$ cat config.mk
export PLATFORM = sky130hd
export DESIGN_NAME = pcie_rd_req_splitter
export DESIGN_NICKNAME = d
export VERILOG_FILES = /design/src/rtl/pcie_rd_req_splitter.sv
export SDC_FILE = /design/constraint.sdc
export NUM_CORES = 1
export LEC_CHECK = 0
export ABC_AREA = 1
export CAP_MARGIN = 10
export CORE_UTILIZATION = 54
export DETAILED_ROUTE_END_ITERATION = 10
export GPL_TIMING_DRIVEN = 1
export PLACE_DENSITY_LB_ADDON = 0.12
export RECOVER_POWER = 50
export SETUP_SLACK_MARGIN = 0.1
export SYNTH_ARGS = -nofsm -noshare
export SYNTH_HDL_FRONTEND = slang
export SYNTH_SLANG_ARGS = --single-unit
$ cat constraint.sdc
create_clock -name clk -period 13.3 [get_ports clk]
set_input_delay 3.325 -clock clk [delete_from_list [all_inputs] [get_ports clk]]
set_output_delay 3.325 -clock clk [all_outputs]
set_load 0.005 [all_outputs]
$ cat src/rtl/pcie_rd_req_splitter.sv
// Splits a parent PCIe memory-read request into MRRS-aligned sub-requests,
// tagging each with the lowest free tag from a pool released by completions.
module pcie_rd_req_splitter #(
    parameter int unsigned MAX_RD_REQ_BYTES = 512,
    parameter int unsigned NUM_TAGS         = 128,
    parameter int unsigned ADDR_W           = 64,
    parameter int unsigned LEN_W            = 13
) (
    input  logic                          clk,
    input  logic                          rst,
    input  logic                          in_valid,
    output logic                          in_ready,
    input  logic [ADDR_W-1:0]             in_addr,
    input  logic [LEN_W-1:0]              in_len,
    output logic                          out_valid,
    input  logic                          out_ready,
    output logic [ADDR_W-1:0]             out_addr,
    output logic [LEN_W-1:0]              out_len,
    output logic [$clog2(NUM_TAGS)-1:0]   out_tag,
    output logic                          out_last,
    input  logic                          cpl_valid,
    input  logic [$clog2(NUM_TAGS)-1:0]   cpl_tag,
    output logic [$clog2(NUM_TAGS):0]     outstanding,
    output logic                          err_dup_free
);

    localparam int unsigned TAG_W  = $clog2(NUM_TAGS);
    localparam int unsigned CNT_W  = TAG_W + 1;
    localparam int unsigned MRRS_W = $clog2(MAX_RD_REQ_BYTES);

    typedef enum logic {
        IDLE  = 1'b0,
        SPLIT = 1'b1
    } state_t;

    state_t              r_state;
    state_t              w_state_nxt;
    logic [ADDR_W-1:0]   r_addr;
    logic [LEN_W-1:0]    r_rem;
    logic [NUM_TAGS-1:0] r_busy;
    logic [NUM_TAGS-1:0] w_busy_nxt;
    logic                r_out_valid;
    logic [ADDR_W-1:0]   r_out_addr;
    logic [LEN_W-1:0]    r_out_len;
    logic [TAG_W-1:0]    r_out_tag;
    logic                r_out_last;
    logic [CNT_W-1:0]    r_outstanding;
    logic                r_err_dup_free;

    logic                w_free_any;
    logic [TAG_W-1:0]    w_free_tag;
    logic [LEN_W-1:0]    w_room;
    logic [LEN_W-1:0]    w_chunk;
    logic                w_in_hs;
    logic                w_out_hs;
    logic                w_rel;
    logic                w_load;

    // Lowest-numbered free tag; a tag released this cycle is not yet visible here.
    always_comb begin
        w_free_any = 1'b0;
        w_free_tag = '0;
        for (int i = int'(NUM_TAGS) - 1; i >= 0; i--) begin
            if (!r_busy[i]) begin
                w_free_any = 1'b1;
                w_free_tag = TAG_W'(i);
            end
        end
    end

    // Room left before the next MRRS boundary (MRRS divides 4 KB, so 4 KB is honoured too).
    assign w_room   = LEN_W'(MAX_RD_REQ_BYTES) - LEN_W'(r_addr[MRRS_W-1:0]);
    assign w_chunk  = (r_rem < w_room) ? r_rem : w_room;
    assign w_in_hs  = in_valid && (r_state == IDLE);
    assign w_out_hs = r_out_valid && out_ready;
    assign w_rel    = cpl_valid && r_busy[cpl_tag];

    always_comb begin
        w_state_nxt = r_state;
        w_load      = 1'b0;
        case (r_state)
            IDLE: begin
                if (w_in_hs && (in_len != '0)) begin
                    w_state_nxt = SPLIT;
                end
            end
            SPLIT: begin
                w_load = (r_rem != '0) && w_free_any && (!r_out_valid || out_ready);
                if (w_out_hs && r_out_last) begin
                    w_state_nxt = IDLE;
                end
            end
            default: w_state_nxt = IDLE;
        endcase
    end

    always_comb begin
        w_busy_nxt = r_busy;
        if (w_rel) begin
            w_busy_nxt[cpl_tag] = 1'b0;
        end
        if (w_load) begin
            w_busy_nxt[w_free_tag] = 1'b1;
        end
    end

    always_ff @(posedge clk or posedge rst) begin
        if (rst) begin
            r_state <= IDLE;
        end else begin
            r_state <= w_state_nxt;
        end
    end

    always_ff @(posedge clk or posedge rst) begin
        if (rst) begin
            r_addr         <= '0;
            r_rem          <= '0;
            r_busy         <= '0;
            r_out_valid    <= 1'b0;
            r_out_addr     <= '0;
            r_out_len      <= '0;
            r_out_tag      <= '0;
            r_out_last     <= 1'b0;
            r_outstanding  <= '0;
            r_err_dup_free <= 1'b0;
        end else begin
            r_err_dup_free <= cpl_valid && !r_busy[cpl_tag];
            r_busy         <= w_busy_nxt;
            r_outstanding  <= r_outstanding + CNT_W'(w_load) - CNT_W'(w_rel);
            if (w_in_hs) begin
                r_addr <= in_addr;
                r_rem  <= in_len;
            end else if (w_load) begin
                r_addr <= r_addr + ADDR_W'(w_chunk);
                r_rem  <= r_rem - w_chunk;
            end
            if (w_load) begin
                r_out_valid <= 1'b1;
                r_out_addr  <= r_addr;
                r_out_len   <= w_chunk;
                r_out_tag   <= w_free_tag;
                r_out_last  <= (w_chunk == r_rem);
            end else if (w_out_hs) begin
                r_out_valid <= 1'b0;
            end
        end
    end

    assign in_ready     = (r_state == IDLE);
    assign out_valid    = r_out_valid;
    assign out_addr     = r_out_addr;
    assign out_len      = r_out_len;
    assign out_tag      = r_out_tag;
    assign out_last     = r_out_last;
    assign outstanding  = r_outstanding;
    assign err_dup_free = r_err_dup_free;

endmodule

==> flow_summary.json, run 1 <==
{
  "worst_pin_slew_ns": 5.94,
  "max_clock_freq_mhz": 106,
  "first_iter_violations": 1910,
  "post_cts_buffers": 0,
  "crit_required_ns": 13.73,
  "synth-main-ff-cell": "dfrtp_1",
  "routedWlPerCell_microns": 18.1,
  "slew_headroom_pct": -298,
  "port_buffers": 184,
  "dp_hpwl_microns": 35400,
  "setup_slack_ns": 3.84,
  "drive_gt1_share_pct": 3.96,
  "maxCapViolations": 3,
  "min_to": "out_addr[34]",
  "cts_hold_buf": 0,
  "grt-ovfl-total": 0,
  "slew_violations": 278,
  "setup_viol_count_final": 0,
  "cp_max_fo": 13,
  "core-area_sq_mm": 0.0325,
  "seq_area_frac_synth_pct": 42.3,
  "violations": "capacitance limit, slew limit",
  "cp-end-kind": "flip-flop",
  "rows": 66,
  "r2r_cells": 57,
  "fin_tns_setup_ns": 0,
  "vias": 18137,
  "leakagePower_nw": 9.45,
  "vdd_ir_drop_max_uv": 372,
  "postCtsResizedCells": 0,
  "die_w_microns": 184,
  "dr.pass1.iters": 8,
  "avgSynthCellArea_sq_um": 7.21,
  "clock-skew-final_ns": 0.0205,
  "timing.rr.start": "r_addr[0]",
  "cts.sinks": 301,
  "crit_top_cell": "nor2_1",
  "hold_start": "out_addr[34]",
  "grt_usage_pct": 33.1,
  "yosys_warnings": 0,
  "ios": 185,
  "initial_core_util_pct": 54.9,
  "finalHoldViolCount": 0,
  "synth_cell_types": 44,
  "cp-start-kind": "flip-flop",
  "grt_pass1_wl_microns": 89900,
  "num-fill-cells": 2830,
  "r2r_end": "r_addr[52]",
  "slowest_stage": "a2111oi_0",
  "layout.nets": 2734,
  "synth-async-reset-ratio_pct": 100,
  "hold_depth": 2,
  "stdcell_area_sq_mm": 0.0211,
  "ys_seq_elements": 301,
  "syn_inst": 2469,
  "path_class": "reg -> reg",
  "path_clk_slew_ns": 0.06,
  "grt_pass1_vias": 17267,
  "cp.arrival_ns": 9.89,
  "clock_latency_ns": 0.53,
  "pwr_density_cell_mw_per_mm2": 220,
  "numCtsBuffers": 35,
  "viasPerCell": 5.91,
  "rsz0062_at_grt": "false",
  "h-tree-depth": 2,
  "preCtsSetupSlack_ns": 4.09,
  "clock-root-buffer": "clkbuf_16",
  "period_share_pct": 71.1,
  "status": "finished with violations",
  "die_area_sq_mm": 0.0337,
  "cts_tree": "built",
  "gp_congestion": 0.923,
  "grt_max_degree": 171,
  "antenna_found_initial": 2,
  "ant_nets": 0,
  "drcViolationCount": 0,
  "cp_slowest_stage_delay_ns": 0.49,
  "syn_area_sq_mm": 0.0178,
  "hp-class": "reg -> reg",
  "reg2reg_slack_ns": 3.84,
  "wirelength_microns": 55500,
  "fin_crit_ns": 9.46,
  "cts_buffer_depth": 3,
  "syn2layout_area_growth_pct": 18.8,
  "synth-edff-count": 0,
  "die_h_microns": 184,
  "place_area_sq_mm": 0.0200
}
## worst max-delay path, delay by kind of cell, from the launching register on
kind	cells	cell delay [ns]
AND/OR/NAND/NOR	32	5.18
AO/OA/AOI/OAI	10	1.54
XOR/XNOR	2	0.40
flip-flops	1	0.44
adder cells (fa/ha/maj)	3	0.89
buffers and inverters	10	0.92
## Yosys cell counts (all sizes together), types with 2 or more instances
cell / count / area, sq um
xnor2: 6 / 52.6
a31oi: 8 / 50.1
xor2: 22 / 193
o311ai: 6 / 52.6
o21ai: 249 / 1250
o21a: 3 / 22.5
inv: 189 / 709
clkinv: 3 / 11.3
nand3: 111 / 556
or2: 4 / 25.0
fa: 3 / 60.1
nand4: 97 / 607
nand2: 852 / 3200
o22ai: 3 / 18.8
a22oi: 18 / 135
a221o: 4 / 40.0
a21oi: 42 / 210
ha: 41 / 513
o21bai: 4 / 30.0
a221oi: 16 / 140
nand3b: 2 / 15.0
o221ai: 26 / 228
nor3: 32 / 160
o31ai: 2 / 15.0
a22o: 12 / 105
nor4: 27 / 169
clkbuf: 95 / 357
nor2: 223 / 837
dfrtp: 301 / 7530
o211ai: 39 / 293
a41oi: 3 / 26.3
buf: 18 / 140
## worst max-delay path by stage
stage,start,slack [ns],depth (start not counted),endpoint
final,r_addr[0],3.84,57,r_addr[52]
after global placement,r_addr[0],4.59,57,r_addr[60]
after CTS,r_addr[0],4.04,57,r_addr[52]
after detailed placement,r_addr[0],4.09,57,r_addr[60]
after floorplan,rst,1.66,1,err_dup_free
after global routing,r_addr[0],2.29,57,r_addr[52]
## per-stage QoR
step / power (mW) / util, % / hold WS (ns) / cells
5_1_grt: 4.98 / 65.2 / 0.501 / 3068
3_3_place_gp: 3.61 / 61.5 / 0.463 / 3006
4_1_cts: 4.69 / 65.2 / 0.489 / 3068
2_1_floorplan: 2.88 / - / 0.465 / 2471
6_report: 4.66 / 65.2 / 0.476 / 3069
3_5_place_dp: 3.66 / 61.5 / 0.473 / 3006
## state kept, by name, indices dropped and copies added (netlist names), 7 cells and up
name	cells
r_rem	13
out_tag	7
out_len	13
outstanding	8
r_busy	128
r_addr	64
out_addr	64
## placed cells by master, fill, tap and decap left out, types with 39 or more instances in the layout
master           Yosys  final
o211ai_1            39     39
nand2_1            852    849
clkdlybuf4s50_1      0     86
nand4_1             97     97
dlygate4sd3_1        0     98
dfrtp_1            301    300
a21oi_1             42     41
nor2_1             223    221
inv_1              188    186
nand3_1            111    111
ha_1                41     41
o21ai_0            249    249
## logic make-up after synthesis
| kind of cell | share of synthesized area, % |
|---|---|
| AND/OR/NAND/NOR | 31.4 |
| adder cells (fa/ha/maj) | 3.22 |
| other | 0.0211 |
| XOR/XNOR | 1.38 |
| buffers and inverters | 6.84 |
| flip-flops | 42.3 |
| AO/OA/AOI/OAI | 14.9 |
## area by class of cell
type | instances | area, sq um | share of cell area [%]
Sequential cell | 301 | 7530 | 35.6
Multi-Input combinational cell | 1865 | 9130 | 43.2
Tap cell | 442 | 553 | 2.62
Antenna cell | 1 | 2.50 | 0.0118
Clock buffer | 48 | 1020 | 4.85
Clock inverter | 14 | 168 | 0.793
Timing Repair Buffer | 206 | 2020 | 9.53
Inverter | 192 | 722 | 3.41
## report_power, final
group          internal (mW)  total [mW]  switching (mW)
Combinational          0.761        2.28            1.52
Clock                  0.600        1.00           0.402
Sequential              1.18        1.38           0.202
## routing by layer
layer,GRT usage [%],wire (microns),vias up
met5,0,7,-
met4,11.0,1540,2
met3,6.46,5200,131
met2,53.1,25500,893
met1,44.8,23300,8579
li1,-,-,8532
Note: power is estimated with default switching activity, not from simulation.
==> run 2: changes to the inputs <==
--- a/config.mk
+++ b/config.mk
@@ -7,7 +7,7 @@
 export LEC_CHECK = 0
 export ABC_AREA = 1
 export CAP_MARGIN = 10
-export CORE_UTILIZATION = 54
+export CORE_UTILIZATION = 52
 export DETAILED_ROUTE_END_ITERATION = 10
 export GPL_TIMING_DRIVEN = 1
 export PLACE_DENSITY_LB_ADDON = 0.12
==> constraint.sdc (replaced) <==
create_clock -name clk -period 7.86 [get_ports clk]
set_input_delay 1.965 -clock clk [delete_from_list [all_inputs] [get_ports clk]]
set_output_delay 1.965 -clock clk [all_outputs]
set_load 0.005 [all_outputs]
==> flow_summary.json, run 2 (synthesis gave the netlist of run 1 again) <==
{
  "r2r_cells": 62,
  "grt-ovfl-total": 0,
  "die_w_microns": 187,
  "dr.pass1.iters": 6,
  "p_int_mw": 5.01,
  "pwr_density_cell_mw_per_mm2": 402,
  "crit_required_ns": 8.24,
  "drive_gt1_share_pct": 11.1,
  "crit_top_cell": "nor2_1",
  "setup_viol_count_final": 0,
  "die_area_sq_mm": 0.0350,
  "initial_core_util_pct": 53.0,
  "antenna_found_initial": 5,
  "largest-register": "r_busy",
  "finalHoldViolCount": 0,
  "first_iter_violations": 1968,
  "cp_slowest_stage_delay_ns": 0.42,
  "cp-end-kind": "flip-flop",
  "h-tree-depth": 2,
  "period_share_pct": 99.0,
  "largest_reg_flops": 128,
  "p_seq_share_pct": 25.8,
  "num-fill-cells": 2795,
  "max_clock_freq_mhz": 129,
  "clockPowerShare_pct": 19.1,
  "pwr-share-comb_pct": 55.2,
  "place_area_sq_mm": 0.0204,
  "r2r_end": "r_addr[55]",
  "path_class": "reg -> reg",
  "syn2layout_area_growth_pct": 27.1,
  "startpoint": "r_addr[1]",
  "slew_headroom_pct": -138,
  "whs_ns": 0.467,
  "power_mw": 9.10,
  "layout_commonest_cell": "nand2_1",
  "antennaDiodeCount": 0,
  "stdcell_area_sq_mm": 0.0226,
  "routedWlPerCell_microns": 18.7,
  "viasPerCell": 5.94,
  "cts_hold_buf": 0,
  "maxCapViolations": 6,
  "final_cell_mix": "nand2_1 (833), dfrtp_1 (300), o21ai_0 (237), nor2_1 (209), inv_1 (177)",
  "ios": 185,
  "clock-root-buffer": "clkbuf_16",
  "endpoint": "r_addr[55]",
  "layout.nets": 2828,
  "clock-skew-final_ns": 0.0239,
  "hp-class": "reg -> reg",
  "status": "finished with violations",
  "ant_nets": 0,
  "rows": 67,
  "clock_latency_ns": 0.54,
  "reg2reg_slack_ns": 0.08,
  "grt_max_degree": 175,
  "cp.arrival_ns": 8.15,
  "drcViolationCount": 0,
  "dp_hpwl_microns": 37500,
  "cts_tree": "built",
  "cp-start-kind": "flip-flop",
  "port_buffers": 184,
  "core-area_sq_mm": 0.0336,
  "die_h_microns": 187,
  "grt_pass1_wl_microns": 93300,
  "timing.rr.start": "r_addr[1]",
  "wirelength_microns": 59200,
  "grt_pass1_vias": 17916,
  "swShare_pct": 44.9,
  "slowest_stage": "dfrtp_1",
  "vias": 18855,
  "fin_crit_ns": 7.78,
  "numCtsBuffers": 37,
  "violations": "capacitance limit, slew limit",
  "leakagePower_nw": 10.1,
  "cp_max_fo": 5,
  "gp_congestion": 0.962,
  "cts.sinks": 301,
  "switchingPower_mw": 4.09,
  "slew_violations": 452,
  "path_clk_slew_ns": 0.06,
  "vdd_ir_drop_max_uv": 434,
  "worst_pin_slew_ns": 3.57,
  "cts_buffer_depth": 3,
  "hold_depth": 2,
  "rsz0062_at_grt": "true",
  "grt_usage_pct": 32.6
}
-- run 2: cell count changes in the layout (fill, tap and decap cells not counted), sizes merged --
cell,before,now
clkbuf,49,60
clkinv,7,14
nand2,852,853
diode,1,0
clkinvlp,4,2
buf,21,105
bufinv,3,2
inv,192,190
-- run 2: what timing repair did --
| item | 4_1_cts | 5_1_grt |
|---|---|---|
| endpoints found under the hold margin | 0 | 0 |
| pin swaps | 18 | 47 |
| setup buffers | 12 | 26 |
| gates cloned | 0 | 5 |
| endpoints found under the setup margin | 12 | 151 |
| resized for setup | 38 | 114 |
-- run 2: layout make-up --
type	count	area [sq um]	share of cell area, %
clock buffer	52	1090	4.84
timing repair buffer	297	2860	12.6
clock inverter	16	136	0.602
tap	448	561	2.48
sequential	301	7530	33.3
inverter	192	722	3.19
multi-input combinational	1866	9730	43.0
-- run 2: how the worst min path moves through the flow --
stage,end,slack (ns),startpoint
after floorplan,out_tag[6],0.47,out_tag[6]
after global placement,out_len[4],0.47,out_len[4]
after detailed placement,out_tag[6],0.47,out_tag[6]
after CTS,out_tag[6],0.48,out_tag[6]
after global routing,out_tag[6],0.49,out_tag[6]
final,out_tag[6],0.47,out_tag[6]
-- run 2: layer usage --
metal | up-vias | part of all wire (%) | GRT usage, %
met5 | - | 0.095 | 0
met4 | 8 | 3.5 | 12.5
met3 | 179 | 8.8 | 5.55
met2 | 943 | 46 | 51.5
met1 | 8992 | 42 | 44.8
li1 | 8733 | - | -
-- run 2: metrics by stage --
step                      TNS, ns  instances  setup slack, ns  util [%]
final                           0       3172           0.0810      67.3
after CTS                       0       3141            0.106      65.0
after detailed placement    -3.68       3061           -0.492      60.7
after floorplan                 0       2471            0.284         -
after global placement     -0.187       3061          -0.0724      60.7
after global routing      -142.84       3172            -1.15      67.3
-- run 2: power groups by stage --
stage | combinational, mW | clock (mW) | sequential [mW]
3_3_place_gp | 4.04 | 0 | 2.34
6_report | 5.02 | 1.74 | 2.34
2_1_floorplan | 2.58 | 0 | 2.29
5_1_grt | 5.40 | 1.82 | 2.40
3_5_place_dp | 4.12 | 0 | 2.35
4_1_cts | 4.24 | 1.75 | 2.33
-- run 2: worst max-delay path: cells and delay by family, from the launching register on --
kind	cells	cell delay (ns)
flops	1	0.42
fa+ha+maj	3	0.81
simple gates	33	3.48
compound gates	12	1.59
buf+inv	13	1.05
xor+xnor	1	0.21
